<file path="src/rtl/qspi_xip_sequencer.sv">
// Quad-SPI execute-in-place read sequencer: opcode on IO0, quad address, dummy
// cycles, then quad data assembled into 32-bit little-endian words.
module qspi_xip_sequencer #(
    parameter int ADDR_W      = 24,
    parameter int CS_HIGH_CYC = 4
) (
    input  logic              clk,
    input  logic              rst_n,
    input  logic              start,
    input  logic [ADDR_W-1:0] addr,
    input  logic [3:0]        burst_len,
    input  logic [7:0]        cmd,
    input  logic [3:0]        dummy_cyc,
    input  logic              abort,
    input  logic              rdata_ready,
    input  logic [3:0]        io_in,
    output logic              busy,
    output logic [31:0]       rdata,
    output logic              rdata_valid,
    output logic              sck,
    output logic              cs_n,
    output logic [3:0]        io_out,
    output logic [3:0]        io_oe
);

    localparam int CNT_W = 8;
    localparam logic [CNT_W-1:0] ADDR_LAST = CNT_W'(ADDR_W / 4 - 1);
    localparam logic [CNT_W-1:0] HOLD_LAST = CNT_W'(CS_HIGH_CYC - 1);

    typedef enum logic [2:0] {
        IDLE, CMD, ADDR, DUMMY, DATA, WAIT_ACK, CS_HOLD
    } state_e;

    state_e            state_q, state_d;
    logic [CNT_W-1:0]  cnt_q, cnt_d;
    logic [3:0]        beat_q, beat_d;
    logic [3:0]        burst_q, burst_d;
    logic [3:0]        dummy_q, dummy_d;
    logic [7:0]        cmd_q, cmd_d;
    logic [ADDR_W-1:0] addr_q, addr_d;
    logic [31:0]       sh_q, sh_d;
    logic [31:0]       rdata_q, rdata_d;
    logic              rdata_valid_q, rdata_valid_d;
    logic              sck_q, sck_d;
    logic              cs_n_q, cs_n_d;
    logic              busy_q, busy_d;
    logic [3:0]        io_out_q, io_out_d;
    logic [3:0]        io_oe_q, io_oe_d;

    always_ff @(posedge clk or negedge rst_n) begin
        if (!rst_n) begin
            state_q       <= IDLE;
            cnt_q         <= '0;
            beat_q        <= '0;
            burst_q       <= '0;
            dummy_q       <= '0;
            cmd_q         <= '0;
            addr_q        <= '0;
            sh_q          <= '0;
            rdata_q       <= '0;
            rdata_valid_q <= 1'b0;
            sck_q         <= 1'b0;
            cs_n_q        <= 1'b1;
            busy_q        <= 1'b0;
            io_out_q      <= '0;
            io_oe_q       <= '0;
        end else begin
            state_q       <= state_d;
            cnt_q         <= cnt_d;
            beat_q        <= beat_d;
            burst_q       <= burst_d;
            dummy_q       <= dummy_d;
            cmd_q         <= cmd_d;
            addr_q        <= addr_d;
            sh_q          <= sh_d;
            rdata_q       <= rdata_d;
            rdata_valid_q <= rdata_valid_d;
            sck_q         <= sck_d;
            cs_n_q        <= cs_n_d;
            busy_q        <= busy_d;
            io_out_q      <= io_out_d;
            io_oe_q       <= io_oe_d;
        end
    end

    // Each SCK period: a cycle with sck_q=0 (drive/hold io_out), then sck_q=1.
    // Sampling happens on the edge that raises sck; phase advance on the edge that lowers it.
    always_comb begin
        state_d       = state_q;
        cnt_d         = cnt_q;
        beat_d        = beat_q;
        burst_d       = burst_q;
        dummy_d       = dummy_q;
        cmd_d         = cmd_q;
        addr_d        = addr_q;
        sh_d          = sh_q;
        rdata_d       = rdata_q;
        rdata_valid_d = rdata_valid_q;
        sck_d         = 1'b0;
        io_out_d      = io_out_q;

        unique case (state_q)
            IDLE: begin
                if (start) begin
                    state_d  = CMD;
                    cmd_d    = cmd;
                    addr_d   = addr;
                    burst_d  = burst_len;
                    dummy_d  = dummy_cyc;
                    cnt_d    = '0;
                    beat_d   = '0;
                    io_out_d = {3'b000, cmd[7]};
                end
            end
            CMD: begin
                if (!sck_q) begin
                    sck_d = 1'b1;
                end else if (cnt_q == CNT_W'(7)) begin
                    state_d  = ADDR;
                    cnt_d    = '0;
                    io_out_d = addr_q[ADDR_W-1 -: 4];
                end else begin
                    cnt_d    = cnt_q + CNT_W'(1);
                    cmd_d    = {cmd_q[6:0], cmd_q[7]};
                    io_out_d = {3'b000, cmd_d[7]};
                end
            end
            ADDR: begin
                if (!sck_q) begin
                    sck_d = 1'b1;
                end else if (cnt_q == ADDR_LAST) begin
                    state_d = (dummy_q == 4'd0) ? DATA : DUMMY;
                    cnt_d   = '0;
                end else begin
                    cnt_d    = cnt_q + CNT_W'(1);
                    addr_d   = {addr_q[ADDR_W-5:0], addr_q[ADDR_W-1 -: 4]};
                    io_out_d = addr_d[ADDR_W-1 -: 4];
                end
            end
            DUMMY: begin
                if (!sck_q) begin
                    sck_d = 1'b1;
                end else if (cnt_q + CNT_W'(1) == CNT_W'(dummy_q)) begin
                    state_d = DATA;
                    cnt_d   = '0;
                end else begin
                    cnt_d = cnt_q + CNT_W'(1);
                end
            end
            DATA: begin
                if (!sck_q) begin
                    sck_d = 1'b1;
                    // nibble n lands in byte n/2, high half first
                    sh_d[{cnt_q[2:1], ~cnt_q[0], 2'b00} +: 4] = io_in;
                end else if (cnt_q == CNT_W'(7)) begin
                    state_d       = WAIT_ACK;
                    cnt_d         = '0;
                    rdata_d       = sh_q;
                    rdata_valid_d = 1'b1;
                end else begin
                    cnt_d = cnt_q + CNT_W'(1);
                end
            end
            WAIT_ACK: begin
                // rdata/rdata_valid transfer on any cycle where both rdata_valid and rdata_ready are high
                if (rdata_ready) begin
                    rdata_valid_d = 1'b0;
                    cnt_d         = '0;
                    if (beat_q == burst_q) begin
                        state_d = CS_HOLD;
                    end else begin
                        state_d = DATA;
                        beat_d  = beat_q + 4'd1;
                    end
                end
            end
            CS_HOLD: begin
                if (cnt_q == HOLD_LAST) begin
                    state_d = IDLE;
                    cnt_d   = '0;
                end else begin
                    cnt_d = cnt_q + CNT_W'(1);
                end
            end
            default: state_d = IDLE;
        endcase

        if (abort && state_q != IDLE && state_q != CS_HOLD) begin
            state_d       = CS_HOLD;
            cnt_d         = '0;
            rdata_valid_d = 1'b0;
            sck_d         = 1'b0;
        end

        cs_n_d = (state_d == IDLE) || (state_d == CS_HOLD);
        busy_d = (state_d != IDLE);
        unique case (state_d)
            CMD:     io_oe_d = 4'b0001;
            ADDR:    io_oe_d = 4'b1111;
            default: io_oe_d = 4'b0000;
        endcase
        if (state_d != CMD && state_d != ADDR) begin
            io_out_d = '0;
        end
    end

    assign busy        = busy_q;
    assign rdata       = rdata_q;
    assign rdata_valid = rdata_valid_q;
    assign sck         = sck_q;
    assign cs_n        = cs_n_q;
    assign io_out      = io_out_q;
    assign io_oe       = io_oe_q;

endmodule

</file>
<file path="config.mk">
export PLATFORM = sky130hd
export DESIGN_NAME = qspi_xip_sequencer
export DESIGN_NICKNAME = d
export VERILOG_FILES = /design/src/rtl/qspi_xip_sequencer.sv
export SDC_FILE = /design/constraint.sdc
export NUM_CORES = 1
export LEC_CHECK = 0
export BUFFER_PORTS_ARGS = -buffer_cell sky130_fd_sc_hd__buf_2
export CORE_UTILIZATION = 50
export CTS_CLUSTER_DIAMETER = 100
export DETAILED_ROUTE_END_ITERATION = 12
export PLACE_DENSITY = 0.71
export SYNTH_ARGS = -nofsm -noshare
export SYNTH_HDL_FRONTEND = slang
export SYNTH_SLANG_ARGS = --single-unit
</file>
<file path="constraint.sdc">
create_clock -name clk -period 3.19 [get_ports clk]
set_input_delay 0.638 -clock clk [delete_from_list [all_inputs] [get_ports clk]]
set_output_delay 0.638 -clock clk [all_outputs]
set_load 0.02 [all_outputs]
</file>
Word level (Yosys, flattened, before mapping)
Cells that the tools add are included.
Storage, ports and cells
  bits in registers: 131
  bits of input ports: 49
  output and inout bits: 44
Cells by class
  $add $sub $neg: 3
  eq/ne operators: 35
  shift-type cells: 2
  muxes and demuxes: 55
  bitwise logic cells: 2
  reductions and logical operators: 26
Operators with widths (count)
  8-bit 2-to-1 mux: 13
  24-bit 2-to-1 mux: 3
  24-bit case mux with 2 select lines: 1
  8-bit case mux with 6 select lines: 1
  3-bit 2-to-1 mux: 13
  4-bit 2-to-1 mux: 9
  3-bit != test (second input constant): 11
  32-bit bitwise mux: 1
  4-bit by 7-bit variable shift with 32-bit output (first input constant): 1
  4-bit by 7-bit variable part select with 32-bit output: 1
  3-bit case mux with 7 select lines: 1
  8-bit by 3-bit equality test with 1-bit output (second input constant): 2
  4-bit case mux with 2 select lines: 2
  8-bit case mux with 2 select lines: 1
  4-bit AND reduction: 4
  2-bit != test (second input constant): 7
  3-bit equality test (second input constant): 4
  4-bit case mux with 3 select lines: 1
  3-bit by 2-bit equality test with 1-bit output (second input constant): 3
  3-bit nonzero test: 3
  8-bit by 1-bit adder with 8-bit output (second input constant): 1
  8-bit by 2-bit equality test with 1-bit output (second input constant): 1
  8-bit by 4-bit equality test with 1-bit output: 1
  1-bit 2-to-1 mux: 7
  22 further kinds: 31

Logic depth before layout (Yosys ltp)
Gate-level depths: netlist of run 1.
  depth after elaboration: 10
  mapped depth: 9
  depth with buffers taken out: 8

Worst setup path after synthesis of run 1
OpenSTA, ideal clock, no wires.
  path kind: register to register
  start: register cnt_q[0]
  end: register sh_q[20]
  library setup time: 0.125 ns
  arrival time: 2.209 ns
  data required time: 3.065 ns
  setup slack: 0.856 ns
  cell stages (with the launch flop): 6
  buffers on the path: 0
  period minus slack after synthesis: 2.334 ns
  cell sequence: dfrtp_1 > ha_1 > ha_1 > or3_1 > nor3b_1 > mux2_2
Between the ends
  cells in the longest elaborated chain, start to end: 4
  elaborated cells on any way between the ends: 5
RTL lines
  start: declaration: line 35  | logic [CNT_W-1:0] cnt_q, cnt_d;
  start signal: assignment: line 69  | cnt_q <= cnt_d;
  1-bit inverter (*): line 154  | sh_d[{cnt_q[2:1], ~cnt_q[0], 2'b00} +: 4] = io_in;
  5-bit negator with 7-bit output (*): line 154
  4-bit by 7-bit variable part select with 32-bit output or 4-bit by 7-bit variable shift with 32-bit output (tied branches): line 154
  32-bit bitwise mux (*): line 154
  end signal: assignment: line 59  | sh_q <= '0;
  end signal: assignment: line 75  | sh_q <= sh_d;
  end: declaration: line 41  | logic [31:0] sh_q, sh_d;
Every way passes the cells marked *; elsewhere a longest branch is shown, timed or not.
A chain may end at the register's enable or synchronous reset.

Worst setup path in the final report of run 1
  start: register state_q[0]
  end: register io_out_q[2] (netlist: io_out[2])
Between the ends
  cells in the longest elaborated chain, start to end: 8
  elaborated cells on any way between the ends: 35
RTL lines
  start: declaration: line 34  | state_e state_q, state_d;
  start signal: assignment: line 68  | state_q <= state_d;
  3-bit 2-to-1 mux (tied with other cells): line 155  | end else if (cnt_q == CNT_W'(7)) begin
  3-bit 2-to-1 mux (tied with other cells): line 151  | if (!sck_q) begin
  3-bit case mux with 7 select lines or 1-bit logical AND (tied branches): line 102, 188
  3-bit 2-to-1 mux: line 188  | if (abort && state_q != IDLE && state_q != CS_HOLD) begin
  3-bit by 1-bit != test with 1-bit output or 3-bit by 2-bit != test with 1-bit output (tied branches): line 202  | if (state_d != CMD && state_d != ADDR) begin
  1-bit logical AND: line 202
  3-bit != test (no line) or 4-bit nonzero test (tied branches)
  5-bit AND reduction (no line)
  end signal: assignment: line 81  | io_out_q <= io_out_d;
  end: declaration: line 47  | logic [3:0] io_out_q, io_out_d;
Several ways; a longest one is shown, not always the timed one.

==> results of run 1 <==
==> worst register-to-register path, cell delays in order, from the launching register on <==
cell and delay [ns]:
dfrtp_1 0.57, inv_2 0.20, or3_1 0.41, buf_4 0.19, a31oi_1 0.61, nor2_1 0.14, a2111oi_1 0.57
==> power by group through the flow <==
stage	clock, W	sequential (W)	combinational [W]
after global routing	0.00218	0.00268	0.00236
after detailed placement	0	0.00264	0.00208
after CTS	0.00211	0.00262	0.00209
final	0.00207	0.00262	0.00209
after global placement	0	0.00261	0.00201
after floorplan	0	0.00257	0.00155
==> area by class of cell <==
cell class                      instances  area share, %
Clock buffer                           20          6.199
Clock inverter                         12          2.429
Inverter                               15         0.7643
Multi-Input combinational cell        417          36.70
Sequential cell                       129          43.83
Tap cell                              147          2.497
Timing Repair Buffer                  103          7.575
==> synth_stat cells, types with 3 or more instances <==
master    instances
nor3_1           11
ha_1              4
o21ai_0          22
mux2i_1           5
mux2_4           21
o211ai_1          3
buf_2             7
inv_1            13
dfrtp_1         128
o22ai_1           3
a31oi_1          35
mux2_1            7
nand2_1         118
nor2b_1           4
nand2b_1          3
mux2_2           24
clkbuf_1         18
or3_1             4
a32oi_1           4
nand3b_1          3
nand3_1          19
nor2_1           54
xor2_1            9
buf_6             5
o221ai_1          4
o21ai_1           4
a21oi_1           4
buf_4             3
xnor2_1           3
nor4_1            4
a22oi_1           3
==> kinds of logic after synthesis <==
logic type               after synthesis  share of synthesized area [%]
XOR/XNOR                              12                          1.705
buffers and inverters                 49                          3.917
multiplexers                          57                          11.59
AND/OR/NAND/NOR                      239                          17.90
AO/OA/AOI/OAI                        104                          11.53
adder cells (fa/ha/maj)                5                         0.9743
flip-flops                           129                          52.38
==> flip-flops by register name (all words and copies together) (netlist names) <==
signal       cells
addr_q          24
beat_q           4
burst_q          4
busy             1
cmd_q            8
cnt_q            8
cs_n             1
dummy_q          4
io_oe            2
io_out           4
rdata           32
rdata_valid      1
sck              1
sh_q            32
state_q          3
==> stage by stage <==
| stage | area (um^2) | setup WS, ns | hold slack (ns) | cells |
|---|---|---|---|---|
| after floorplan | 6165 | 0.8558 | 0.3424 | 595 |
| after global placement | 6731 | 0.5314 | 0.4623 | 811 |
| after detailed placement | 6731 | 0.4542 | 0.4743 | 811 |
| after CTS | 7367 | 0.3359 | 0.2159 | 843 |
| after global routing | 7367 | 0.1338 | 0.2502 | 843 |
| final | 7367 | 0.3362 | 0.2123 | 843 |
==> final timing paths <==
check / slack, ns / endpoint
max in group asynchronous: 2.12 / io_out[3]
worst max-delay path: 0.34 / io_out[2]
worst min register to register: 0.48 / rdata[5]
min in group clk: 0.41 / burst_q[2]
worst max register to register: 0.34 / io_out[2]
worst min-delay path: 0.21 / rdata[18]
==> routing by layer <==
metal	track usage, %	share of wire [%]	up-vias
met4	7.807	1.5	0
met5	0	0	-
met2	36.52	48	126
met1	31.23	46	2293
li1	-	-	2267
met3	6.267	4.5	27
==> cell usage in the layout (no fill, tap or decap), drive strengths merged, types with 3 or more instances in the layout <==
cell type | Yosys | final
a21oi | 4 | 4
clkbuf | 18 | 20
a22oi | 3 | 3
nand3b | 4 | 4
nor2 | 54 | 54
nand2 | 118 | 118
nor4 | 5 | 5
inv | 15 | 17
o211ai | 3 | 3
xor2 | 9 | 9
mux2i | 5 | 5
mux2 | 52 | 52
xnor2 | 3 | 3
a21boi | 3 | 3
buf | 16 | 103
dfrtp | 128 | 128
bufinv | 0 | 4
and4 | 3 | 3
ha | 4 | 4
clkinvlp | 0 | 3
a31oi | 35 | 35
a2111oi | 3 | 3
o221ai | 4 | 4
o21ai | 26 | 26
or3 | 4 | 4
nand3 | 19 | 19
nor2b | 5 | 5
nand2b | 3 | 3
nor3 | 13 | 13
o22ai | 3 | 3
clkinv | 0 | 3
a32oi | 4 | 4
==> results by group, run 1 <==
Flow run
  – Max Cap Violations: 0

Global routing
  – Total GRT Usage: 23.21%
  – Largest net degree at the start of global routing: 54
  – Grt ovf: 0
  – Initial antenna violation count: 0
  – First-pass GRT wire length: 22910 um
  – Number of global-route vias before repair: between 4000 and 5000

Layout
  – Area Overhead vs Synth: 19.50%
  – Final Util: 61.33%
  – Final net count: 736
  – Sequential cell area: 3229 um^2
  – Antenna diodes: 0
  – Fill cell count: 996
  – Multi-input gate area: 2704 um^2
  – Share of cells above drive strength 1: 28.02%

Timing
  – Max Clk Rate: 350.4 MHz
  – Final setup viols: 0
  – Fin. Hold Viols: 0
  – Final Skew: 0.006314 ns
  – Final setup TNS: 0 ns
  – RSZ-0062 raised after global routing: false
  – Tcrit/Tclk final: 89.46%
  – Fin crit period: 2.854 ns
  – Worst Tran Pin Value: 1.046 ns
  – Slew Viols, Final: 0
  – Relative slew margins: 30.14%

Clock tree
  – CTS root buf: clkbuf_16
  – # resized after CTS: 0
  – Clock Latency Late Sink: 0.42 ns
  – Hold buffers post-CTS: 0
  – Clock tree sinks: 129
  – Post-CTS setup buffers: 0
  – CTS tree: built
  – Worst-path clk slew: about 0.06 ns
  – Clk buf depth: 2
  – TritonCTS Buffers: 17
  – H-Tree Depth: 4

Pwr
  – Switching power: roughly 0.0023 W
  – Switching part of the total: around 35%
  – LEAKAGE: approximately 3.5 nW
  – Worst VDD drop: 0.0005120 V
  – Seq pwr share: 38.6%
  – Total power: between 0.006 and 0.007 W
  – PwrDens: 919.7 nW/um^2
  – Clock power share: 30.6%
  – P_int: 0.004430 W
  – Comb power frac: roughly 31%

Drt
  – DR vias/cell: 5.591
  – Final antenna-violating net count: 0
  – Total number of vias: 4713
  – Wirelength per Cell: 16.23 um
  – DR pass1 iterations: 7
  – Starting DRT DRC Count: between 300 and 400
  – Routed wire length: 13690 um
  – DRC viols: 0

Synthesis
  – Synth cell types: 68
  – Largest area contributor in the netlist: dfrtp_1
  – Synthesized flop and latch total: 129
  – EDFF count, synth: 0
  – Seq/Total Area, Yosys: 52.38%
  – Average size of a mapped cell: between 10 and 15 um^2
  – Ys flop type: dfrtp_1
  – Ys Warns: 0
  – Mapped Nets: 648
  – Cell Area, Synth: 6165 um^2
  – Top cells by area, synth: dfrtp_1 52%, nand2_1 7.2%, mux2_4 5.1%
  – Cells after Synth: a little under 600
  – Share of the synthesized area in the top cell type: between 50% and 60%
  – Async SR Flop Fraction: 100.0%

Critical path
  – Setup CP Type: reg -> reg
  – Buffers & Inverters on Critical Path: 2
  – Critical-path cell list: inv_2, or3_1, buf_4, a31oi_1, nor2_1, a2111oi_1
  – Max incr delay on CP: about 0.61 ns
  – WP depth: 6
  – Crit. End Element: flip-flop
  – R2R cell count: 6
  – Crit path from: state_q[0]
  – Slowest stage cell, crit path: a31oi_1
  – Required time worst endpoint: roughly 3.4 ns
  – Reg2reg start: state_q[0]
  – Worst Path Arrival: 3.10 ns
  – Crit-path max FO: 12
  – Critical path startpoint category: flip-flop
  – Delay-heaviest family, CP: compound AO/OA/AOI/OAI gates

Floorplanning
  – Starting density of the core: 51.32%
  – Core Rows: 40
  – Die height: 113.0 um
  – Die width: ~110 um
  – Core Region: 12010 um^2
  – Ports: between 90 and 100
  – Total die area: 12780 um^2

Place
  – Post-DP HPWL: 9456 um
  – # port buffers: 92
  – Routability Congestion: slightly below 0.9

Run status
  – Run status: completed

Worst hold path
  – Worst hold path class: in -> async
Note: power is estimated with default switching activity, not from simulation.
==> run 2: changes to the inputs <==
PLACE_DENSITY = 0.73   (was 0.71)
==> results by group, run 2 (synthesis results as in run 1) <==
Run status
  – Run status: completed (unchanged)

Layout
  – Antenna diodes: 0 (unchanged)
  – Most frequent cells in the layout: 128 x dfrtp_1, 118 x nand2_1, 91 x buf_2, 54 x nor2_1, 35 x a31oi_1 (unchanged)
  – Most common cell after layout, fill and taps aside: dfrtp_1 (unchanged)
  – Share of cells above drive strength 1: 28.37% (was 28.02%)
  – Fill cell count: 956 (was 996)
  – Area Overhead vs Synth: 19.93% (was 19.50%)
  – Multi-input gate area: 2704 um^2 (unchanged)
  – Final net count: 738 (was 736)
  – Sequential cell area: 3229 um^2 (unchanged)

Drt
  – Wirelength per Cell: 16.93 um (was 16.23 um)
  – Final antenna-violating net count: 0 (unchanged)
  – DRC viols: 0 (unchanged)
  – DR pass1 iterations: 6 (was 7)
  – Starting DRT DRC Count: 357 (was 390)
  – Total number of vias: 4818 (was 4713)
  – Routed wire length: 14310 um (was 13690 um)
  – DR vias/cell: 5.702 (was 5.591)

Floorplanning
  – Die height: 113.0 um (unchanged)
  – Ports: 93 (unchanged)
  – Die width: 113.0 um (unchanged)
  – Core Region: 12010 um^2 (unchanged)
  – Core Rows: 40 (unchanged)
  – Total die area: 12780 um^2 (unchanged)
  – Starting density of the core: 51.32% (unchanged)

Clock tree
  – # resized after CTS: 0 (unchanged)
  – Hold buffers post-CTS: 0 (unchanged)
  – TritonCTS Buffers: 17 (unchanged)
  – Post-CTS setup buffers: 0 (unchanged)
  – Clock tree sinks: 129 (unchanged)
  – Clk buf depth: 2 (unchanged)
  – CTS root buf: clkbuf_16 (unchanged)
  – Clock Latency Late Sink: 0.43 ns (was 0.42 ns)
  – H-Tree Depth: 4 (unchanged)
  – Worst-path clk slew: 0.06 ns (about the same)
  – CTS tree: built (unchanged)

Global routing
  – Grt ovf: 0 (unchanged)
  – Initial antenna violation count: 1 (was 0)
  – Total GRT Usage: 24.11% (was 23.21%)
  – First-pass GRT wire length: 23660 um (was 22910 um)
  – Largest net degree at the start of global routing: 76 (was 54)
  – Number of global-route vias before repair: 4672 (was 4582)

Flow run
  – Max Cap Violations: 0 (unchanged)

Critical path
  – Worst Path Arrival: 3.11 ns (was 3.10 ns)
  – Slowest stage cell, crit path: nor3b_1 (was a31oi_1)
  – Critical path startpoint category: flip-flop (unchanged)
  – Most frequent CP cell: ha_1
  – Setup CP Type: reg -> reg (unchanged)
  – Critical-path cell list: ha_1, ha_1, or3_1, nor3b_1, mux2_2 (was inv_2, or3_1, buf_4, a31oi_1, nor2_1, a2111oi_1)
  – Max incr delay on CP: 0.59 ns (was 0.61 ns)
  – Required time worst endpoint: 3.50 ns (was 3.44 ns)
  – Crit. End Element: flip-flop (unchanged)
  – Crit-path max FO: 16 (was 12)
  – Buffers & Inverters on Critical Path: 0 (was 2)
  – Delay-heaviest family, CP: simple AND/OR/NAND/NOR gates (was compound AO/OA/AOI/OAI gates)

Timing
  – Relative slew margins: 29.10% (was 30.14%)
  – Final Skew: 0.009544 ns (was 0.006314 ns)
  – Fin crit period: 2.807 ns (was 2.854 ns)
  – Max Clk Rate: 356.2 MHz (was 350.4 MHz)
  – Slew Viols, Final: 0 (unchanged)
  – Tcrit/Tclk final: 87.99% (was 89.46%)
  – Final setup viols: 0 (unchanged)
  – Fin. Hold Viols: 0 (unchanged)
  – Worst Tran Pin Value: 1.061 ns (was 1.046 ns)
  – Final hold slack: 0.07110 ns (was 0.2123 ns)
  – Final WS setup: 0.3830 ns (was 0.3362 ns)
  – RSZ-0062 raised after global routing: false (unchanged)
  – Final setup TNS: 0 ns (unchanged)

Pwr
  – Total power: 0.006864 W (was 0.006776 W)
  – LEAKAGE: 3.570 nW (was 3.549 nW)
  – Worst VDD drop: 0.0003957 V (was 0.0005120 V)
  – PwrDens: 928.5 nW/um^2 (was 919.7 nW/um^2)

Place
  – Routability Congestion: 0.9010 (was 0.8873)
  – Worst slack at placement: 0.4375 ns (was 0.4542 ns)
  – # port buffers: 92 (unchanged)
  – Post-DP HPWL: 9666 um (was 9456 um)

Worst hold path
  – Worst hold path class: in -> async (unchanged)
==> run 2: path summary, 6_finish.rpt <==
check | startpoint | endpoint | slack, ns | depth (start not counted)
min in group clk | burst_len[3] | burst_q[3] | 0.41 | 3
worst max register to register | cnt_q[0] | sh_q[23] | 0.38 | 5
max in group asynchronous | rst_n | cs_n | 2.34 | 2
worst min-delay path | rst_n | rdata[19] | 0.07 | 1
worst max-delay path | cnt_q[0] | sh_q[23] | 0.38 | 5
worst min register to register | sh_q[0] | rdata[0] | 0.49 | 1
==> run 2: cell type report <==
type	instances	area share [%]
Tap cell	147	2.488
Inverter	15	0.7616
Sequential cell	129	43.68
Timing Repair Buffer	105	7.751
Multi-Input combinational cell	417	36.57
Clock buffer	20	6.312
Clock inverter	12	2.437
==> run 2: worst reg2reg max path, delay by kind of cell, from the launching register on <==
kind,cells,cell delay (ns)
and+or+nand+nor,2,1.07
muxes,1,0.41
adders and majority gates,2,0.66
DFF,1,0.55
==> run 2: layer usage <==
metal | share of wire [%] | global-route usage (%) | vias to the layer above
met4 | 2.2 | 10.00 | 2
met3 | 5.3 | 5.517 | 27
met2 | 49 | 39.14 | 160
met5 | 0.070 | 0 | -
met1 | 43 | 31.27 | 2351
li1 | - | - | 2278
==> run 2: power breakdown <==
part / internal [W] / switching, W / leakage (nW)
clock: 0.00137 / 0.000736 / 0.313
combinational: 0.000894 / 0.00127 / 1.64
sequential: 0.00220 / 0.000396 / 1.61
total: 0.00447 / 0.00240 / 3.57
==> run 2: through the flow <==
stage	instance area [um^2]	utilization, %	instances
detailed placement	6746	56.17	813
global route	7393	61.55	845
floorplan	6165	-	595
finish	7393	61.55	845
global placement	6746	56.17	813
CTS	7393	61.55	845
